--- src/rtl/serial_add_pkg.sv ---
// Shared types for the bit-serial adder: FSM encoding and counter sizing.
// Optional subtract support is enabled with the SERIAL_ADD_SUB_EN macro.
package serial_add_pkg;

  typedef enum logic [1:0] {
    IDLE  = 2'd0,
    SHIFT = 2'd1,
    DONE  = 2'd2
  } state_e;

  function automatic int cnt_w(input int w);
    return (w <= 2) ? 1 : $clog2(w);
  endfunction

endpackage

--- src/rtl/bit_fa_cell.sv ---
// One-bit full adder, the only arithmetic in the serial adder datapath.
module bit_fa_cell (
  input  logic x,
  input  logic y,
  input  logic ci,
  output logic s,
  output logic co
);

  assign s  = x ^ y ^ ci;
  assign co = (x & y) | (ci & (x ^ y));

endmodule

--- src/rtl/serial_add_ctrl.sv ---
// Bit-serial adder controller: one result bit per cycle, LSB first.
// Define SERIAL_ADD_SUB_EN to add the sub port (A-B via ~B and carry-in 1).
module serial_add_ctrl #(
  parameter int WIDTH = 8
) (
  input  logic             clk,
  input  logic             rst_n,
  input  logic             start,
  input  logic [WIDTH-1:0] a,
  input  logic [WIDTH-1:0] b,
`ifdef SERIAL_ADD_SUB_EN
  input  logic             sub,
`endif
  output logic             busy,
  output logic             done,
  output logic [WIDTH-1:0] sum,
  output logic             cout
);

  import serial_add_pkg::*;

  localparam int CW = cnt_w(WIDTH);
  localparam logic [CW-1:0] LAST = CW'(WIDTH - 1);

  state_e           state_q, state_d;
  logic [CW-1:0]    cnt_q, cnt_d;
  logic [WIDTH-1:0] a_q, a_d;
  logic [WIDTH-1:0] b_q, b_d;
  logic [WIDTH-1:0] sum_q, sum_d;
  logic             carry_q, carry_d;
  logic             fa_s, fa_co;

  bit_fa_cell u_fa (
    .x  (a_q[0]),
    .y  (b_q[0]),
    .ci (carry_q),
    .s  (fa_s),
    .co (fa_co)
  );

  always_comb begin
    state_d = state_q;
    cnt_d   = cnt_q;
    a_d     = a_q;
    b_d     = b_q;
    sum_d   = sum_q;
    carry_d = carry_q;
    unique case (state_q)
      IDLE: begin
        if (start) begin
          a_d     = a;
          b_d     = b;
          cnt_d   = '0;
          carry_d = 1'b0;
`ifdef SERIAL_ADD_SUB_EN
          if (sub) begin
            b_d     = ~b;
            carry_d = 1'b1;
          end
`endif
          state_d = SHIFT;
        end
      end
      SHIFT: begin
        sum_d   = {fa_s, sum_q[WIDTH-1:1]};
        a_d     = {1'b0, a_q[WIDTH-1:1]};
        b_d     = {1'b0, b_q[WIDTH-1:1]};
        carry_d = fa_co;
        cnt_d   = cnt_q + 1'b1;
        if (cnt_q == LAST) begin
          state_d = DONE;
        end
      end
      DONE: begin
        state_d = IDLE;
      end
      default: begin
        state_d = IDLE;
      end
    endcase
  end

  always_ff @(posedge clk or negedge rst_n) begin
    if (!rst_n) begin
      state_q <= IDLE;
      cnt_q   <= '0;
      a_q     <= '0;
      b_q     <= '0;
      sum_q   <= '0;
      carry_q <= 1'b0;
    end else begin
      state_q <= state_d;
      cnt_q   <= cnt_d;
      a_q     <= a_d;
      b_q     <= b_d;
      sum_q   <= sum_d;
      carry_q <= carry_d;
    end
  end

  // The carry flop doubles as cout; it is frozen outside SHIFT.
  assign busy = (state_q == SHIFT);
  assign done = (state_q == DONE);
  assign sum  = sum_q;
  assign cout = carry_q;

endmodule
--- config.mk ---
export PLATFORM = sky130hd
export DESIGN_NAME = serial_add_ctrl
export DESIGN_NICKNAME = d
export VERILOG_FILES = /design/src/rtl/serial_add_pkg.sv /design/src/rtl/bit_fa_cell.sv /design/src/rtl/serial_add_ctrl.sv
export SDC_FILE = /design/constraint.sdc
export NUM_CORES = 1
export LEC_CHECK = 0
export BUFFER_PORTS_ARGS = -buffer_cell sky130_fd_sc_hd__clkbuf_2
export CORE_MARGIN = 4
export CORE_UTILIZATION = 43
export CTS_BUF_LIST = sky130_fd_sc_hd__clkbuf_8
export DETAILED_ROUTE_END_ITERATION = 8
export GPL_TIMING_DRIVEN = 0
export PLACE_DENSITY = 0.75
export SYNTH_ARGS = -nofsm -noshare
export SYNTH_HDL_FRONTEND = slang
export SYNTH_HIERARCHICAL = 1
export SYNTH_SLANG_ARGS = --single-unit
--- constraint.sdc ---
create_clock -name clk -period 1.5 [get_ports clk]
set_input_delay 0 -clock clk [delete_from_list [all_inputs] [get_ports clk]]
set_output_delay 0 -clock clk [all_outputs]
set_load 0.01 [all_outputs]
==> results of run 1 <==
[sequential cells by signal, summed over array words and instances (netlist names)]
signal and flops:
a_q 8, state_q 2, cout 1, sum 8
b_q 8, cnt_q 3
[synthesized netlist by cell type]
library cell	number	share of area (%)
fa_1	1	1.5
o21ai_0	6	2.2
buf_6	3	2.5
inv_1	2	0.55
and3_1	1	0.46
a22o_1	3	1.9
clkinv_1	1	0.28
buf_2	5	1.8
a21oi_1	15	5.5
nand2b_4	1	1.0
dfrtp_1	30	55
nor2_1	4	1.1
nor4b_1	1	0.64
clkbuf_1	1	0.28
mux2_2	3	2.5
ha_1	2	1.8
or2_2	1	0.46
nand2_1	3	0.83
buf_1	1	0.28
nor3_1	1	0.37
nand2b_1	1	0.46
nor2b_1	2	0.92
o22ai_1	26	12
mux2_4	5	5.5
[stage by stage]
stage | hold WS [ps] | total power [mW] | utilization [%] | cells | setup slack (ps)
floorplan | -295.6 | 2.560 | - | 119 | 238.0
CTS | 10.90 | 3.671 | 54.96 | 202 | 85.64
detailed placement | 96.75 | 3.010 | 50.98 | 191 | 183.6
global placement | 77.75 | 2.916 | 50.98 | 191 | 202.6
global route | 24.46 | 3.912 | 55.16 | 202 | 27.85
finish | 19.16 | 3.635 | 55.16 | 202 | 153.8
[worst min-delay path, delay by kind of cell]
family	cells	cell delay [ps]
compound gates	2	170
buf+inv	1	80
[layout by cell type (no fill, tap or decap), types with 4 or more instances in the layout]
| cell | netlist | routed |
|---|---|---|
| o21ai_0 | 6 | 6 |
| buf_2 | 5 | 4 |
| clkbuf_2 | 0 | 28 |
| mux2_4 | 5 | 5 |
| o22ai_1 | 26 | 26 |
| a21oi_1 | 15 | 15 |
| clkbuf_8 | 0 | 6 |
| nor2_1 | 4 | 4 |
| dfrtp_1 | 30 | 30 |
[what timing repair did]
| action | CTS | global route |
|---|---|---|
| hold buffers | 3 | 0 |
| hold endpoints to repair | 32 | 0 |
| resized for setup | 0 | 2 |
| setup endpoints to repair | 0 | 1 |
[metal layers]
metal  track usage (%)  vias to the layer above  routed length [um]
li1                  -                      523                   -
met4             9.235                        0                  59
met1             19.30                      538                1220
met5                 0                        -                   0
met3             4.569                        7                 202
met2             23.58                       41                1409
[final timing paths]
path                       depth (start not counted)       start  endpoint  slack, ps
max                                                5  state_q[1]      done        150
min                                                3        a[6]    a_q[6]         20
max reg2reg                                        4  state_q[0]    a_q[4]        160
min reg2reg                                        1    cnt_q[1]  cnt_q[1]        510
max in group asynchronous                          2       rst_n  cnt_q[2]        720
min in group asynchronous                          2       rst_n    sum[4]        320
[cell type report]
type	count	area [um2]	share of cell area, %
repair buffers	31	170.2	10.10
multi-input cells	76	533.0	31.65
flip-flops and latches	30	750.7	44.58
clock buffers	6	82.58	4.903
inverters	3	15.01	0.8915
clock inverters	2	8.758	0.5201
well taps	44	55.05	3.269
plain buffers	10	68.82	4.086
[power groups by stage]
stage	clock, mW	combinational, mW	sequential, mW
after global routing	0.711	1.66	1.54
after floorplan	0	1.07	1.49
after global placement	0	1.45	1.47
final	0.643	1.50	1.49
after detailed placement	0	1.50	1.51
after CTS	0.667	1.51	1.49
[kinds of logic after synthesis]
group                    synth area share, %
flip-flops                             55.15
multiplexers                           7.996
AO/OA/AOI/OAI                          21.60
adder cells (fa/ha/maj)                3.309
AND/OR/NAND/NOR                        6.250
buffers and inverters                  5.697
==> summary.txt, run 1 <==
Status: finished, final reports clean
Gr ovfl total: 0
Switching pwr: 1.284 mW
Slowest cell on crit path: dfrtp_1
Register area share after synthesis: 55.15%
Post-synthesis register bit count: 30
WP buf/inv: 4
Combinational share of power: 41.3%
Cell row count: 20
Post-layout min period: 1346 ps
Peak supply drop: 862.1 uV
Worst EP required: 1500 ps
DRC Markers: 0
Max-cap violations: 0
Final setup viols: 0
Crit share post-route: 89.75%
Critical Path AT: 1350 ps
Post-route clock skew: 5.844 ps
Vias per cell: 5.490
Fillers: 282
Die Y: 64.27 um
Sequential power share: 41.0%
Area grow syn2layout: 23.71%
Crit Path Max Fanout: 10
Synth unique cells: 24
Die Footprint: 4130 um2
Syn Nets: 141
CP Capture Type: primary output
Drt pass-1 iters: 4
Initial Utilization: 44.59%
CP startpoint kind: flip-flop
Slew Limit Fails: 0
Delay-heaviest family, CP: buffers and inverters
Final wirelength: 2891 um
IO Port Bufs: 28
Post-CTS setup buffer count: 0
Clk slew on worst S/H paths: 60 ps
DP HPWL: 2074 um
Worst hold path class: input pin to flip-flop
P_leak: 0.7755 nW
Vias: 1109
CTS tree: done
Nets@finish: 179
Final Hold Fails: 0
Internal power: 2.351 mW
Initial antenna violation count: 0
Power Dens Cells: 2159 nW/um2
Largest net degree at the start of global routing: 31
Post-Syn Area per Cell: 11.44 um2
Finished Cell Area: 1684 um2
CP max stage delay: 340 ps
Worst-Margin Slew: 723.4 ps
Critical setup path kind: flip-flop to primary output
CTS Buffer Depth: 2
Cell area after synthesis: 1361 um2
Skew-Pair Late Insertion Delay: 280 ps
Clk pwr share: 17.7%
Sw Ratio: 35.32%
Peak Freq: 742.8 MHz
I/O pins: 30
Die width: 64.27 um
RSZ-0062 raised after global routing: false
Fraction of layout cells with a size suffix above 1: 34.18%
Synth warnings: 6
Setup tns final: 0 ps
Global placement routability congestion: 0.7896
TritonCTS Buffers: 5
Post-route ant nets: 0
DRT iter0 DRCs: 67
Root buffer cell: clkbuf_8
Core Region: 3053 um2
Wire length per cell: 14.31 um
Depth of the CTS H-tree: 2
Cell Chain, Critical Path: buf_6, clkinvlp_4, clkbuf_4, nor2_1, clkbuf_2
# diodes: 0
Total GRT Usage: 15.47%
Number of global-route vias before repair: 1086
Sinks on Clock Net: 30
Slew HR: 51.78%
Area post-placement: 1556 um2
Mapped Cells: 119
First-pass GRT wire length: 4843 um
(Power assumes the default switching activity.)
==> run 2, diff against run 1 <==
GPL_TIMING_DRIVEN = default   (was 0)
clock period = 1.3 ns   (was 1.5 ns; I/O delays follow)
==> run 2 against run 1 <==
Effect of this change:
- via count hardly changed
- routed wire length is 2.4% higher
- clock-buffer cell count did not move
- non-clock buffer count increased by 4
- critical path type is now flip-flop to flip-flop
- critical endpoint is now sum[7]
==> summary.txt, run 2 (synthesis gave the netlist of run 1 again) <==
Commonest cells after routing, fill and taps aside: dfrtp_1 (30), clkbuf_2 (29), o22ai_1 (26), a21oi_1 (15), buf_4 (12)
Number of global-route vias before repair: 1051 (-3.2%)
Post-layout min period: 1256 ps
Final setup viols: 0 (unchanged)
Depth of the CTS H-tree: 2 (unchanged)
Drt pass-1 iters: 4 (unchanged)
Slew HR: 51.72% (-0.055 points)
Worst EP required: 1470 ps (-30 ps)
Peak Freq: 795.9 MHz
Die width: 64.27 um (unchanged)
Register area: 750.7 um2 (unchanged)
Cell row count: 20 (unchanged)
Overall power: 4.353 mW (+20%)
Wire length per cell: 14.51 um (+1.4%)
Area post-placement: 1533 um2 (-1.5%)
CTS tree: done
# diodes: 0 (unchanged)
Die Footprint: 4130 um2 (unchanged)
DP HPWL: 2018 um (-2.7%)
Peak supply drop: 1036 uV (+20%)
First-pass GRT wire length: 4933 um (+1.9%)
CTS Buffer Depth: 2 (unchanged)
Initial antenna violation count: 0 (unchanged)
Final Hold Fails: 0 (unchanged)
Worst slack, placed: 19.09 ps (-164.5 ps)
Placed cells: 187 (-2.1%)
Post-route ant nets: 0 (unchanged)
Most common cell after layout, fill and taps aside: dfrtp_1
DRC Markers: 0 (unchanged)
Multi-input combinational cell area: 535.5 um2 (+0.47%)
Final worst slack: 43.52 ps (-110.3 ps)
Core Region: 3053 um2 (unchanged)
Final non-filler cell total: 204 (+0.99%)
Root buffer cell: clkbuf_8
Worst-Margin Slew: 724.2 ps (+0.8199 ps)
Status: finished, final reports clean
Crit Path Max Fanout: 2 (-8)
CP Capture Type: flip-flop
Crit share post-route: 96.65%
CP startpoint kind: flip-flop
Fillers: 281 (-0.35%)
Initial Utilization: 44.59% (unchanged)
Post-route clock skew: 3.716 ps (-2.129 ps)
Max-cap violations: 0 (unchanged)
Final wirelength: 2961 um (+2.4%)
Critical Path AT: 1420 ps (+70 ps)
Fraction of layout cells with a size suffix above 1: 37.50% (+3.3 points)
Gr ovfl total: 0 (unchanged)
Clk slew on worst S/H paths: 60 ps (about the same)
TritonCTS Buffers: 5 (unchanged)
Min Hold Slack: 8.377 ps (-10.78 ps)
RSZ-0062 raised after global routing: true
Power Dens Cells: 2530 nW/um2 (+17%)
Finished Cell Area: 1720 um2 (+2.2%)
DRT iter0 DRCs: 51 (-24%)
Global placement routability congestion: 0.7387 (-6.4%)
Skew-Pair Late Insertion Delay: 280 ps (about the same)
Largest net degree at the start of global routing: 31 (unchanged)
Die Y: 64.27 um (unchanged)
Vias per cell: 5.431 (-1.1%)
IO Port Bufs: 29 (+3.6%)
Nets@finish: 183 (+2.2%)
Area grow syn2layout: 26.38%
Slew Limit Fails: 0 (unchanged)
Sinks on Clock Net: 30 (unchanged)
Worst hold path class: input pin to flip-flop
Total GRT Usage: 15.71% (+0.24 points)
I/O pins: 30 (unchanged)
Vias: 1108 (-0.090%)
P_leak: 0.7965 nW (+2.7%)
Critical setup path kind: flip-flop to flip-flop
Hold path cells: 3 (unchanged)
Worst R2R Path Depth: 2 (-2)
-- run 2: cell types whose count changed in the layout (fill, tap and decap cells not counted), moves of 2 or more --
cell,previous run,this run
buf_2,4,0
buf_4,0,12
buf_6,3,0
inv_1,3,1
-- run 2: worst paths after layout --
kind | startpoint | slack [ps] | endpoint
worst max-delay path | a_q[0] | 40 | sum[7]
worst min-delay path | a[4] | 8 | a_q[4]
worst max register to register | a_q[0] | 40 | sum[7]
worst min register to register | cnt_q[0] | 510 | cnt_q[0]
max in group asynchronous | rst_n | 510 | cnt_q[1]
min in group asynchronous | rst_n | 330 | sum[6]
-- run 2: through the flow --
stage               TNS (ps)  utilization, %
floorplan                  0               -
global placement           0           50.20
detailed placement         0           50.20
CTS                        0           53.89
global route          -11.51           56.35
finish                     0           56.35
-- run 2: repair_timing --
item                                    in CTS  in global routing
hold buffers                                 3                  0
endpoints found under the setup margin       1                 15
pin swaps                                    0                  1
buffers inserted                             0                  8
hold endpoints to repair                    32                  0
resized for setup                            1                  1
-- run 2: where the power goes --
group,internal (mW),switching [mW]
Clock,0.407,0.325
Sequential,1.39,0.366
Combinational,1.04,0.827
-- run 2: layout make-up --
class | instances | area share, %
sequential | 30 | 43.64
timing repair buffer | 45 | 16.58
tap | 44 | 3.200
clock buffer | 6 | 4.800
multi-input combinational | 76 | 31.13
inverter | 3 | 0.6545
-- run 2: critical path, stage by stage (launching register included) --
cell and delay, ps:
dfrtp_1 400, fa_1 480, mux2_4 270
-- run 2: per-layer routing --
| metal | vias up | GRT usage, % | share of wire [%] |
|---|---|---|---|
| li1 | 525 | - | - |
| met2 | 31 | 23.84 | 49 |
| met1 | 545 | 19.66 | 43 |
| met3 | 7 | 6.151 | 6.4 |
| met5 | - | 0 | 0 |
| met4 | 0 | 7.124 | 1.8 |
